## src/rtl/axi_shift_sequencer_pkg.sv

```systemverilog
// Shared types and constants for the AXI-Lite shift-register sequencer:
// FSM state encoding, slave register map and control-word bit positions.
package axi_shift_sequencer_pkg;

  typedef enum logic [2:0] {
    IDLE,
    WRITE,
    WRESP,
    READ,
    RRESP,
    DONE
  } state_t;

  localparam logic [31:0] CTRL_OFFSET = 32'h0000_0000;
  localparam logic [31:0] DATA_OFFSET = 32'h0000_0004;

  localparam int CTRL_EN  = 0;
  localparam int CTRL_DIN = 1;
  localparam int CTRL_DIR = 2;

  localparam logic [1:0] RESP_OKAY = 2'b00;

  // One shift request: enable strobe plus the bit and direction to shift.
  function automatic logic [31:0] ctrl_word(input logic dir, input logic din);
    logic [31:0] w;
    w           = '0;
    w[CTRL_EN]  = 1'b1;
    w[CTRL_DIN] = din;
    w[CTRL_DIR] = dir;
    return w;
  endfunction

endpackage

```

## src/rtl/axi_shift_sequencer.sv

```systemverilog
// AXI4-Lite master that shifts a command pattern into a remote shift register,
// one control write per bit, then reads the register back as the result.
module axi_shift_sequencer
  import axi_shift_sequencer_pkg::*;
#(
  parameter logic [31:0] ADDR_BASE = 32'h0000_0000,
  parameter int unsigned MAX_LEN   = 32
) (
  input  logic        aclk,
  input  logic        aresetn,
  input  logic        cmd_valid,
  output logic        cmd_ready,
  input  logic [31:0] cmd_pattern,
  input  logic [5:0]  cmd_len,
  input  logic        cmd_dir,
  output logic        res_valid,
  input  logic        res_ready,
  output logic [31:0] res_data,
  output logic        res_err,
  output logic [31:0] m_axi_awaddr,
  output logic        m_axi_awvalid,
  input  logic        m_axi_awready,
  output logic [31:0] m_axi_wdata,
  output logic [3:0]  m_axi_wstrb,
  output logic        m_axi_wvalid,
  input  logic        m_axi_wready,
  input  logic [1:0]  m_axi_bresp,
  input  logic        m_axi_bvalid,
  output logic        m_axi_bready,
  output logic [31:0] m_axi_araddr,
  output logic        m_axi_arvalid,
  input  logic        m_axi_arready,
  input  logic [31:0] m_axi_rdata,
  input  logic [1:0]  m_axi_rresp,
  input  logic        m_axi_rvalid,
  output logic        m_axi_rready
);

  localparam logic [5:0] LEN_LIMIT = 6'(MAX_LEN);

  state_t      state, state_nxt;
  logic        out_en;
  logic        aw_done, w_done;
  logic [31:0] pattern;
  logic [5:0]  len, bit_cnt;
  logic        dir;
  logic        aw_hs, w_hs;
  logic        cmd_accept;
  logic [4:0]  bit_idx;
  logic        din;

  assign aw_hs      = m_axi_awvalid & m_axi_awready;
  assign w_hs       = m_axi_wvalid & m_axi_wready;
  assign cmd_accept = (state == IDLE) & out_en & cmd_valid;

  // Left shifts send the MSB of the window first, right shifts the LSB first.
  assign bit_idx = dir ? bit_cnt[4:0] : 5'(len - bit_cnt - 6'd1);
  assign din     = pattern[bit_idx];

  always_ff @(posedge aclk or negedge aresetn) begin
    if (!aresetn) state <= IDLE;
    else          state <= state_nxt;
  end

  always_comb begin
    state_nxt     = state;
    cmd_ready     = 1'b0;
    res_valid     = 1'b0;
    m_axi_awaddr  = '0;
    m_axi_awvalid = 1'b0;
    m_axi_wdata   = '0;
    m_axi_wstrb   = '0;
    m_axi_wvalid  = 1'b0;
    m_axi_bready  = 1'b0;
    m_axi_araddr  = '0;
    m_axi_arvalid = 1'b0;
    m_axi_rready  = 1'b0;
    unique case (state)
      IDLE: begin
        cmd_ready = out_en;
        if (cmd_accept) state_nxt = (cmd_len == 6'd0) ? READ : WRITE;
      end
      WRITE: begin
        m_axi_awaddr  = ADDR_BASE + CTRL_OFFSET;
        m_axi_awvalid = ~aw_done;
        m_axi_wdata   = ctrl_word(dir, din);
        m_axi_wstrb   = 4'hF;
        m_axi_wvalid  = ~w_done;
        if ((aw_done | aw_hs) && (w_done | w_hs)) state_nxt = WRESP;
      end
      WRESP: begin
        m_axi_bready = 1'b1;
        if (m_axi_bvalid) begin
          if (m_axi_bresp != RESP_OKAY)       state_nxt = READ;
          else if ((bit_cnt + 6'd1) < len)    state_nxt = WRITE;
          else                                state_nxt = READ;
        end
      end
      READ: begin
        m_axi_araddr  = ADDR_BASE + DATA_OFFSET;
        m_axi_arvalid = 1'b1;
        if (m_axi_arready) state_nxt = RRESP;
      end
      RRESP: begin
        m_axi_rready = 1'b1;
        if (m_axi_rvalid) state_nxt = DONE;
      end
      DONE: begin
        res_valid = 1'b1;
        if (res_ready) state_nxt = IDLE;
      end
      default: state_nxt = IDLE;
    endcase
  end

  // out_en keeps cmd_ready low while reset is asserted even though state is IDLE.
  always_ff @(posedge aclk or negedge aresetn) begin
    if (!aresetn) begin
      out_en   <= 1'b0;
      aw_done  <= 1'b0;
      w_done   <= 1'b0;
      pattern  <= '0;
      len      <= '0;
      dir      <= 1'b0;
      bit_cnt  <= '0;
      res_data <= '0;
      res_err  <= 1'b0;
    end else begin
      out_en <= 1'b1;
      if (cmd_accept) begin
        pattern <= cmd_pattern;
        len     <= (cmd_len > LEN_LIMIT) ? LEN_LIMIT : cmd_len;
        dir     <= cmd_dir;
        bit_cnt <= '0;
        res_err <= 1'b0;
      end
      if (state == WRITE) begin
        if (aw_hs) aw_done <= 1'b1;
        if (w_hs)  w_done  <= 1'b1;
      end else begin
        aw_done <= 1'b0;
        w_done  <= 1'b0;
      end
      if (state == WRESP && m_axi_bvalid) begin
        bit_cnt <= bit_cnt + 6'd1;
        if (m_axi_bresp != RESP_OKAY) res_err <= 1'b1;
      end
      if (state == RRESP && m_axi_rvalid) begin
        res_data <= m_axi_rdata;
        if (m_axi_rresp != RESP_OKAY) res_err <= 1'b1;
      end
    end
  end

endmodule

```

## config.mk

```make
export PLATFORM = sky130hd
export DESIGN_NAME = axi_shift_sequencer
export DESIGN_NICKNAME = d
export VERILOG_FILES = /design/src/rtl/axi_shift_sequencer_pkg.sv /design/src/rtl/axi_shift_sequencer.sv
export SDC_FILE = /design/constraint.sdc
export NUM_CORES = 1
export LEC_CHECK = 0
export ABC_AREA = 0
export CAP_MARGIN = 20
export CELL_PAD_IN_SITES_DETAIL_PLACEMENT = 1
export CELL_PAD_IN_SITES_GLOBAL_PLACEMENT = 1
export CORE_AREA = 2 2 118 143
export CTS_CLUSTER_SIZE = 8
export DETAILED_ROUTE_END_ITERATION = 10
export DIE_AREA = 0 0 120 145
export GPL_ROUTABILITY_DRIVEN = 0
export PLACE_DENSITY = 0.82
export REMOVE_ABC_BUFFERS = 1
export SLEW_MARGIN = 10
export SYNTH_ARGS = -nofsm -noshare
export SYNTH_HDL_FRONTEND = slang
export SYNTH_SLANG_ARGS = --single-unit
```

## constraint.sdc

```tcl
create_clock -name aclk -period 6.6 [get_ports aclk]
set_clock_uncertainty 0.1 [all_clocks]
set_input_delay 0.66 -clock aclk [delete_from_list [all_inputs] [get_ports aclk]]
set_output_delay 0.66 -clock aclk [all_outputs]
set_load 0.005 [all_outputs]
```

# [Yosys cells after proc, flatten, opt, wreduce, memory -nomap -nowiden]
# Index checks and enable logic that the tools add are counted.
[word_totals] in_bits=84 reg_bits=84 wordCells=81 output_inout_bits=140
[classes] n_addsub=3 n_bitwise=8 n_eq_ne=13 n_mux=35 reduce_logical=9 order_cmp=3
[ops] cell="2-to-1 mux 3 bit" count=8
[ops] cell="2-to-1 mux 6 bit" count=3
[ops] cell="one-hot mux 3 bit (6 select lines)" count=1
[ops] cell="2-to-1 mux 1 bit" count=17
[ops] cell="!= test 2 bit (second input constant)" count=8
[ops] cell="adder 6 x 1 -> 6 bit (second input constant)" count=1
[ops] cell="equality test 3 x 2 -> 1 bit (second input constant)" count=2
[ops] cell="equality test 3 bit (second input constant)" count=2
[ops] cell="greater-than comparator 6 bit (second input constant)" count=1
[ops] cell="logical NOT 6 bit" count=1
[ops] cell="less-than comparator 5 x 6 -> 1 bit (second input constant)" count=1
[ops] cell="less-than comparator 6 bit" count=1
[ops] cell="2-to-1 mux 2 bit" count=3
[ops] cell="AND reduction 6 bit" count=1
[ops] cell="nonzero test 2 bit" count=3
[ops] cell="binary-select mux 1 bit (select 5 bit)" count=1
[ops] cell="2-to-1 mux 5 bit" count=1
[ops] cell="subtractor 5 x 1 -> 5 bit (second input constant)" count=1
[ops] cell="subtractor 5 bit" count=1
[ops] cell="AND 1 bit" count=4
[ops] cell="2-to-1 mux 4 bit" count=1
[ops] cell="equality test 3 x 1 -> 1 bit (second input constant)" count=1
[ops] cell="logical AND 1 bit" count=3
[ops] cell="logical NOT 3 bit" count=1
[ops] cell="other kinds (2)" count=4

# [Longest topological paths before layout]
# Gate-level depths: netlist of run 1.
[logic_depth] word_depth=8 mapped_depth=10 depth_no_buf=10

# [Worst setup path before layout of run 1]
# Ideal clock, no wire load.
[synth_timing] kind="reg-to-output" start="register bit_cnt[0]" end="output port m_axi_wdata[1]" stages_incl_launch_ff=11 arrival_time_ps=2116 path_slack_ps=3724 path_cell_list="dfrtp_1 > inv_1 > ha_1 > inv_1 > fa_1 > nor2b_1 > a32o_1 > a32oi_1 > nand4_1 > o211ai_1 > o211a_1"
[synth_via] elab_chain_len=6
[synth_lines] item="start: declaration" line_no="axi_shift_sequencer.sv:45" text="logic [5:0] len, bit_cnt;"
[synth_lines] item="start signal: assignment" line_no="axi_shift_sequencer.sv:145" text="bit_cnt <= bit_cnt + 6'd1;"
[synth_lines] item="subtractor 5 bit" line_no="axi_shift_sequencer.sv:57" text="assign bit_idx = dir ? bit_cnt[4:0] : 5'(len - bit_cnt - 6'd1);"
[synth_lines] item="subtractor 5 x 1 -> 5 bit" line_no="axi_shift_sequencer.sv:57"
[synth_lines] item="2-to-1 mux 5 bit *" line_no="axi_shift_sequencer.sv:57"
[synth_lines] item="binary-select mux 1 bit (select 5 bit) *" line_no="axi_shift_sequencer.sv:58" text="assign din = pattern[bit_idx];"
[synth_lines] item="2-to-1 mux 1 bit (implied by the code) *" line_no="axi_shift_sequencer.sv:58"
[synth_lines] item="2-to-1 mux 3 bit *" line_no="axi_shift_sequencer.sv:78" text="unique case (state)"
[synth_lines] item="end: declaration" line_no="axi_shift_sequencer.sv:23" text="output logic [31:0] m_axi_wdata,"
# Mark *: on every way between the ends. The rest lies on a longest branch, timed or not. The select of a mux whose other input is x is not followed.

# [Final worst setup path of run 1]
# Same ends and word-level chain as after synthesis.

==> results.py, run 1 <==
metrics = {
    "floorplan": {
        "io-pin-count": 224,
        "num_rows": 51,
        "initial_core_util_pct": 30.54,
        "core_um2": 16020,
        "die-area_um2": 17400,
        "die_y_um": 145,
        "fp.dieW_um": 120,
    },
    "clocking": {
        "post_cts_resized": 0,
        "htreeDepth": 3,
        "clk_pin_slew_ns": 0.06,
        "clk_latency_ns": 0.34,
        "clock_sinks": 84,
        "cts_max_path_buffers": 2,
        "post_cts_buffers": 0,
        "root_buffer": "clkbuf_16",
        "cts_buffers": 9,
        "cts_hold_buf": 0,
        "cts_tree": "yes",
    },
    "power": {
        "power_frac_seq_pct": 34.5,
        "switchingPower_mw": 0.9771,
        "switching_share_pct": 35.58,
        "combinationalPowerShare_pct": 46.4,
        "clkPwrFrac_pct": 19.1,
        "power_density_nw_per_um2": 435.5,
        "intPower_mw": 1.769,
        "peakVddDrop_mv": 0.1492,
        "power_leakage_nw": 2.787,
    },
    "sta": {
        "slew-limit-headroom_pct": 51.97,
        "drv_slew": 0,
        "worst_slew_pin_slew_ns": 0.7205,
        "fin_tns_setup_ns": 0,
        "rsz0062_at_grt": "false",
        "fmax_mhz": 243.1,
        "period_share_pct": 62.33,
        "fin_crit_ns": 4.114,
        "finalHoldViolations": 0,
        "finalSetupViolations": 0,
    },
    "synthesis": {
        "async_flop_share_pct": 100.0,
        "syn_inst": 461,
        "ys_warn_count": 0,
        "synth-edff-count": 0,
        "yosysUniqueCellTypes": 47,
        "syn_avg_cell_area_um2": 10.61,
        "synth_seq_cells": 84,
        "ys_seq_area_share_pct": 42.98,
        "syn-cell-area_um2": 4891,
        "synth_flop_cell": "dfrtp_1",
    },
    "drt": {
        "first_pass_iters": 4,
        "wirelength_mm": 12.86,
        "avgRoutedWirePerCell_um": 16.14,
        "ant_nets": 0,
        "drtIter0Drc": 144,
        "vias": 3564,
        "drc": 0,
        "avgViaCountPerCell": 4.472,
    },
    "setup_path": {
        "crit_path_max_fanout": 8,
        "rr_worst_depth": 9,
        "startpoint_type": "register",
        "arrival_ns": 3.35,
        "r2r_setup_slack_ns": 4.24,
        "crit_type": "reg2out",
        "r2r-start": "bit_cnt[0]",
        "crit_path_end_kind": "output port",
        "critical_path_required_ns": 5.84,
        "timing.rr.end": "state[1]",
    },
    "finish": {
        "diodes": 0,
        "finalNetCount": 677,
        "nFillCells": 1817,
        "drive_above_1_share_pct": 15.73,
        "area_growth_pct": 28.91,
        "layout.cells.non_filler": 797,
    },
    "grt": {
        "globalRouteMet2Util_pct": 26.62,
        "grt_pass1_wl_mm": 20.34,
        "grt_usage_pct": 15.06,
        "grt-ovfl-total": 0,
        "grt_max_degree": 85,
        "grt_pass1_vias": 3860,
        "met1_usage_pct": 15.34,
        "top_usage_layer": "met2",
        "antenna_found_initial": 0,
        "gr-usage-met3_pct": 6.918,
    },
    "run": {
        "drv_cap": 0,
    },
    "min_path": {
        "min_path_type": "in2async",
    },
    "outcome": {
        "status": "completed",
    },
    "placement": {
        "post-place-cells": 781,
        "dp_hpwl_mm": 9.874,
        "numPortBuffers": 131,
    },
}
metrics by stage:
stage	hold WS, ns	power, mW	util, %	setup slack [ns]	instance area [µm²]
6_report	0.1520	2.746	39.36	2.486	6305
5_1_grt	0.1669	2.964	39.36	2.324	6305
4_1_cts	0.4133	2.785	39.19	2.499	6277
3_5_place_dp	0.3963	2.234	37.29	2.902	5973
3_3_place_gp	0.3790	2.152	37.29	3.051	5973
2_1_floorplan	0.2644	1.637	-	3.703	4392
layout by cell type, fill, tap and decap left out, drive strengths merged, types with 3 or more instances in the layout:
master,count
conb,93
mux2i,3
a32o,6
a21oi,10
xor2,3
dfrtp,84
nand3,19
inv,15
nor2,19
clkdlybuf4s50,130
nand2b,9
clkbuf,14
ha,11
buf,3
nand2,43
o21ai,13
mux2,68
nand4,3
and2,3
cells by family after synthesis:
group / synth area share (%)
AO/OA/AOI/OAI: 6.523
XOR/XNOR: 0.8955
adder cells (fa/ha/maj): 3.223
buffers and inverters: 18.34
flip-flops: 42.98
multiplexers: 16.60
other: 0.1535
AND/OR/NAND/NOR: 11.28
worst max-delay path: stages, from the launching register on:
cell and delay [ns]:
dfrtp_1 0.52, inv_1 0.09, ha_1 0.21, inv_1 0.07, fa_1 0.46, nor2b_1 0.17
a32o_1 0.30, a32oi_1 0.20, a31oi_1 0.12, a21oi_1 0.16, o211a_1 0.19, clkdlybuf4s50_1 0.51
layout make-up:
| class | count | area, µm² | area share (%) |
|---|---|---|---|
| Clock buffer | 14 | 274.0 | 4.346 |
| Clock inverter | 1 | 30.03 | 0.4763 |
| Inverter | 15 | 56.30 | 0.8930 |
| Multi-Input combinational cell | 338 | 2233 | 35.42 |
| Sequential cell | 84 | 2102 | 33.34 |
| Tap cell | 212 | 265.3 | 4.207 |
| Timing Repair Buffer | 133 | 1344 | 21.31 |
flip-flops by register name, indices dropped and copies added (netlist names):
register	count
res_err	1
state	3
pattern	32
res_data	32
bit_cnt	6
aw_done	1
w_done	1
len	6
out_en	1
dir	1
metal layers:
metal	share of wire (%)	vias to the layer above
met3	12	20
met1	35	1728
met5	0	-
li1	-	1623
met4	2.3	0
met2	50	193
power groups by stage:
stage	combinational [mW]	clock, mW	sequential (mW)
2_1_floorplan	0.738	0	0.899
3_3_place_gp	1.22	0	0.933
3_5_place_dp	1.28	0	0.957
4_1_cts	1.29	0.546	0.951
5_1_grt	1.42	0.564	0.983
6_report	1.27	0.525	0.947
worst max-delay path by stage:
stage          startpoint             end  slack (ns)
4_1_cts        bit_cnt[0]  m_axi_wdata[1]        2.50
5_1_grt        bit_cnt[0]  m_axi_wdata[1]        2.32
3_3_place_gp   bit_cnt[0]  m_axi_wdata[1]        3.05
3_5_place_dp   bit_cnt[0]  m_axi_wdata[1]        2.90
2_1_floorplan  bit_cnt[0]  m_axi_wdata[1]        3.70
6_report       bit_cnt[0]  m_axi_wdata[1]        2.49
cells in the mapped netlist (3+ instances only):
| library cell | n | area share, % |
|---|---|---|
| dfrtp_1 | 84 | 43 |
| nand2_1 | 42 | 3.2 |
| nand4_1 | 3 | 0.38 |
| inv_1 | 15 | 1.2 |
| nand3_1 | 19 | 1.9 |
| and2_1 | 3 | 0.38 |
| xor2_1 | 3 | 0.54 |
| a32o_1 | 6 | 1.2 |
| buf_4 | 104 | 16 |
| buf_2 | 9 | 0.92 |
| nor2_1 | 19 | 1.5 |
| mux2_2 | 67 | 15 |
| nand2b_1 | 9 | 1.2 |
| o21ai_0 | 11 | 1.1 |
| ha_1 | 11 | 2.8 |
| a21oi_1 | 8 | 0.82 |
No activity file was read; power rests on OpenSTA's default activity.
==> inputs of run 2 (changes only) <==
- CORE_AREA: 2 2 118 143 -> 2 2 124 150
- DIE_AREA: 0 0 120 145 -> 0 0 126 152
- PLACE_DENSITY: 0.82 -> 0.78
- clock period: 6.6 -> 3.34 ns (I/O delays scaled with it)
==> results.py, run 2 (same netlist as run 1, synthesis figures left out) <==
metrics = {
    "outcome": {
        "status": "finished with violations",
        "violations": "negative hold slack",
    },
    "clocking": {
        "cts_buffers": 9,
        "clock_sinks": 84,
        "cts_hold_buf": 0,
        "clk_latency_ns": 0.34,
        "cts_tree": "yes",
        "cts_max_path_buffers": 2,
        "htreeDepth": 3,
        "root_buffer": "clkbuf_16",
        "clk_pin_slew_ns": 0.07,
    },
    "setup_path": {
        "crit_type": "reg2out",
        "critical_path_required_ns": 2.91,
        "crit_buf_inv": 3,
        "arrival_ns": 2.78,
        "critPathMaxStageDelay_ns": 0.45,
        "r2r_setup_slack_ns": 1.00,
        "crit_chain": "ha_1, inv_1, fa_2, buf_4, o31ai_2, nand3_1, a31oi_1, a21oi_1, o211a_1, dlygate4sd2_1",
        "slowest_stage": "fa_2",
        "startpoint_type": "register",
        "crit_path_max_fanout": 4,
        "crit_family": "compound AO/OA/AOI/OAI gates",
        "crit_path_end_kind": "output port",
    },
    "grt": {
        "globalRouteMet2Util_pct": 22.30,
        "gr-usage-met3_pct": 4.049,
        "met1_usage_pct": 13.61,
        "grt_pass1_vias": 3749,
        "grt-ovfl-total": 0,
        "grt_max_degree": 64,
        "top_usage_layer": "met2",
        "antenna_found_initial": 0,
        "grt_pass1_wl_mm": 19.14,
        "grt_usage_pct": 12.43,
    },
    "sta": {
        "fmax_mhz": 311.3,
        "slew-limit-headroom_pct": 45.11,
        "finalHoldViolations": 8,
        "finalSetupViolations": 0,
        "timing.final.ws_setup_ns": 0.1279,
        "rsz0062_at_grt": "false",
        "finalHoldWorstSlack_ns": -0.008516,
        "worst_slew_pin_slew_ns": 0.8234,
        "fin_crit_ns": 3.212,
        "fin_tns_setup_ns": 0,
        "drv_slew": 0,
        "period_share_pct": 96.17,
    },
    "power": {
        "switchingPower_mw": 1.972,
        "switching_share_pct": 35.85,
        "combinationalPowerShare_pct": 48.5,
        "peakVddDrop_mv": 0.3277,
        "power_leakage_nw": 2.846,
        "intPower_mw": 3.528,
        "power_frac_seq_pct": 32.6,
        "totalPowerFinal_mw": 5.500,
        "power_density_nw_per_um2": 861.1,
        "clkPwrFrac_pct": 18.9,
    },
    "drt": {
        "wirelength_mm": 11.77,
        "drc": 0,
        "vias": 3484,
        "first_pass_iters": 4,
        "avgViaCountPerCell": 4.264,
        "avgRoutedWirePerCell_um": 14.41,
        "ant_nets": 0,
        "drtIter0Drc": 93,
    },
    "floorplan": {
        "fp.dieW_um": 126,
        "die_y_um": 152,
        "num_rows": 54,
        "core_um2": 17840,
        "die-area_um2": 19150,
        "initial_core_util_pct": 27.42,
        "io-pin-count": 224,
    },
    "placement": {
        "pre_cts_ws_ns": 0.2153,
        "dp_hpwl_mm": 9.132,
        "post-place-cells": 799,
        "numPortBuffers": 131,
        "placed_area_um2": 6033,
    },
    "finish": {
        "drive_above_1_share_pct": 18.55,
        "mostFrequentLayoutCell": "clkdlybuf4s50_1",
        "reg_top3": "pattern (32), res_data (32)",
        "layout.cells.non_filler": 817,
        "finalNetCount": 684,
        "nFillCells": 2046,
        "area_growth_pct": 30.60,
        "diodes": 0,
        "post-route-cell-area_um2": 6387,
        "final_core_util_pct": 35.81,
        "final_cell_mix": "clkdlybuf4s50_1 (129), conb_1 (93), dfrtp_1 (84), mux2_2 (67), nand2_1 (42)",
    },
    "min_path": {
        "min_path_type": "in2async",
    },
    "run": {
        "drv_cap": 0,
    },
}
-- run 2: cell count changes in the layout (fill, tap and decap cells not counted), sizes merged --
| cell | delta |
|---|---|
| clkinv | +2 |
| clkbuf | -5 |
| dlygate4sd2 | +1 |
| inv | +4 |
| buf | +7 |
| clkdlybuf4s50 | -1 |
-- run 2: path summary, 6_finish.rpt --
path                                   to       start  cells past startpoint
setup / recovery           m_axi_wdata[1]      len[0]                     10
hold / removal                res_data[2]     aresetn                      1
setup reg to reg                 state[1]  bit_cnt[2]                     10
hold reg to reg                    len[5]      len[5]                      1
max in group asynchronous     pattern[23]     aresetn                      2
min in group aclk                  len[5]      len[5]                      1
-- run 2: area by class of cell --
class / count / area [µm²] / share of cell area [%]
multi-input combinational: 338 / 2267 / 35.49
sequential: 84 / 2102 / 32.91
timing repair buffer: 140 / 1375 / 21.53
tap: 224 / 280.3 / 4.388
clock buffer: 9 / 225.2 / 3.526
clock inverter: 7 / 81.33 / 1.273
inverter: 15 / 56.30 / 0.8815
-- run 2: what timing repair did --
| item | in CTS | in global routing |
|---|---|---|
| cloned | 0 | 0 |
| buffers inserted | 1 | 1 |
| pin swaps | 1 | 2 |
| gates resized for setup | 5 | 4 |
| endpoints found under the setup margin | 1 | 1 |
-- run 2: per-layer routing --
metal / vias up / wire length (µm) / part of all wire (%)
li1: 1635 / - / -
met5: - / 0 / 0
met1: 1693 / 4391 / 37
met3: 13 / 1001 / 8.5
met4: 0 / 186 / 1.6
met2: 143 / 6188 / 53
-- run 2: power by group through the flow --
stage	Clock [mW]	Combinational [mW]	Sequential, mW
detailed placement	0	2.59	1.82
global placement	0	2.54	1.80
global route	1.11	2.98	1.86
CTS	1.08	2.65	1.80
finish	1.04	2.67	1.79
floorplan	0	1.46	1.78
-- run 2: worst reg2reg max path, cell delays in order, from the launching register on --
cell,delay [ns]
dfrtp_1,0.38
buf_4,0.16
nand3_1,0.12
nor2_1,0.15
xor2_1,0.23
ha_1,0.29
a21oi_1,0.17
nand2_1,0.07
a31oi_1,0.17
o22ai_1,0.11
mux2_4,0.29
==> inputs of run 3 (changes only) <==
- MAX_ROUTING_LAYER: default -> met4
==> results.py, run 3 (same netlist as run 1, synthesis figures left out) <==
metrics = {
    "clocking": {
        "clk_pin_slew_ns": 0.07,
        "cts_max_path_buffers": 2,
        "root_buffer": "clkbuf_16",
        "clock_sinks": 84,
        "cts_tree": "yes",
        "cts_buffers": 9,
        "cts_hold_buf": 0,
        "htreeDepth": 3,
        "clk_latency_ns": 0.34,
    },
    "setup_path": {
        "startpoint_type": "register",
        "critical_path_required_ns": 2.91,
        "r2r_setup_slack_ns": 1.00,
        "r2r-start": "bit_cnt[2]",
        "crit_path_end_kind": "output port",
        "arrival_ns": 2.78,
        "crit_type": "reg2out",
        "rr_worst_depth": 10,
        "timing.rr.end": "state[1]",
        "crit_path_max_fanout": 4,
    },
    "sta": {
        "finalHoldViolations": 13,
        "slew-limit-headroom_pct": 45.61,
        "finalSetupViolations": 0,
        "period_share_pct": 96.19,
        "fin_tns_setup_ns": 0,
        "drv_slew": 0,
        "fin_crit_ns": 3.213,
        "rsz0062_at_grt": "false",
        "fmax_mhz": 311.3,
        "worst_slew_pin_slew_ns": 0.8158,
        "finalHoldWorstSlack_ns": -0.01027,
    },
    "run": {
        "drv_cap": 0,
    },
    "grt": {
        "grt_usage_pct": 12.81,
        "grt_pass1_vias": 3757,
        "grt_pass1_wl_mm": 19.07,
        "grt-ovfl-total": 0,
        "top_usage_layer": "met2",
        "globalRouteMet2Util_pct": 22.50,
        "grt_max_degree": 64,
        "gr-usage-met3_pct": 2.852,
        "met1_usage_pct": 14.21,
        "antenna_found_initial": 0,
    },
    "power": {
        "peakVddDrop_mv": 0.3289,
        "power_leakage_nw": 2.846,
        "power_density_nw_per_um2": 861.3,
    },
    "drt": {
        "drtIter0Drc": 104,
        "avgRoutedWirePerCell_um": 14.42,
        "wirelength_mm": 11.78,
        "avgViaCountPerCell": 4.268,
        "vias": 3487,
        "first_pass_iters": 3,
        "ant_nets": 0,
        "drc": 0,
    },
    "floorplan": {
        "die-area_um2": 19150,
        "core_um2": 17840,
        "fp.dieW_um": 126,
        "io-pin-count": 224,
        "initial_core_util_pct": 27.42,
        "num_rows": 54,
        "die_y_um": 152,
    },
    "finish": {
        "multi_input_area_um2": 2267,
        "area_growth_pct": 30.60,
        "drive_above_1_share_pct": 18.55,
        "final_cell_mix": "clkdlybuf4s50_1 (129), conb_1 (93), dfrtp_1 (84), mux2_2 (67), nand2_1 (42)",
        "layout.cells.non_filler": 817,
        "diodes": 0,
        "finalNetCount": 684,
        "mostFrequentLayoutCell": "clkdlybuf4s50_1",
        "reg_top3": "pattern (32), res_data (32)",
        "seqCellArea_um2": 2102,
        "nFillCells": 2046,
    },
    "placement": {
        "numPortBuffers": 131,
        "post-place-cells": 799,
        "dp_hpwl_mm": 9.132,
    },
    "outcome": {
        "status": "finished with violations",
        "violations": "negative hold slack",
    },
    "min_path": {
        "min_path_type": "in2async",
    },
}
==> run 3: through the flow <==
stage	power [mW]	cell area [µm²]	utilization (%)	setup WS [ns]
2_1_floorplan	3.235	4392	-	0.7695
3_3_place_gp	4.336	6033	33.82	0.2731
3_5_place_dp	4.409	6033	33.82	0.2153
4_1_cts	5.540	6364	35.68	0.06552
5_1_grt	5.945	6387	35.81	0.003800
6_report	5.501	6387	35.81	0.1273
==> run 3: how the worst max path moves through the flow <==
| stage | from | to | slack, ns | cells after the start |
|---|---|---|---|---|
| floorplan | bit_cnt[0] | m_axi_wdata[1] | 0.77 | 10 |
| global placement | len[0] | m_axi_wdata[1] | 0.27 | 10 |
| detailed placement | len[0] | m_axi_wdata[1] | 0.22 | 10 |
| CTS | bit_cnt[0] | m_axi_wdata[1] | 0.07 | 11 |
| global route | len[0] | m_axi_wdata[1] | 0.004 | 10 |
| finish | len[0] | m_axi_wdata[1] | 0.13 | 10 |
==> run 3: area by class of cell <==
type | count | area share (%)
repair buffers | 140 | 21.53
inverters | 15 | 0.8815
multi-input cells | 338 | 35.49
clock inverters | 7 | 1.273
well taps | 224 | 4.388
clock buffers | 9 | 3.526
flip-flops and latches | 84 | 32.91
==> run 3: metal layers <==
layer	up-vias	wire, µm
li1	1634	-
met3	13	788
met4	0	148
met2	145	6265
met5	-	0
met1	1695	4581
==> run 3: critical path, cell delays in order, from the launching register on <==
cell	delay, ns
dfrtp_1	0.40
ha_1	0.21
inv_1	0.08
fa_2	0.45
buf_4	0.15
o31ai_2	0.33
nand3_1	0.11
a31oi_1	0.15
a21oi_1	0.06
o211a_1	0.23
dlygate4sd2_1	0.27
==> run 3: timing repair <==
item,4_1_cts,5_1_grt
endpoints found under the setup margin,1,1
gates resized for setup,5,4
pin swaps,1,2
setup buffers,1,1
==> run 3: power by group <==
group	switching, mW	internal [mW]
Combinational	1.21	1.46
Clock	0.447	0.593
Sequential	0.315	1.48
Total	1.97	3.53
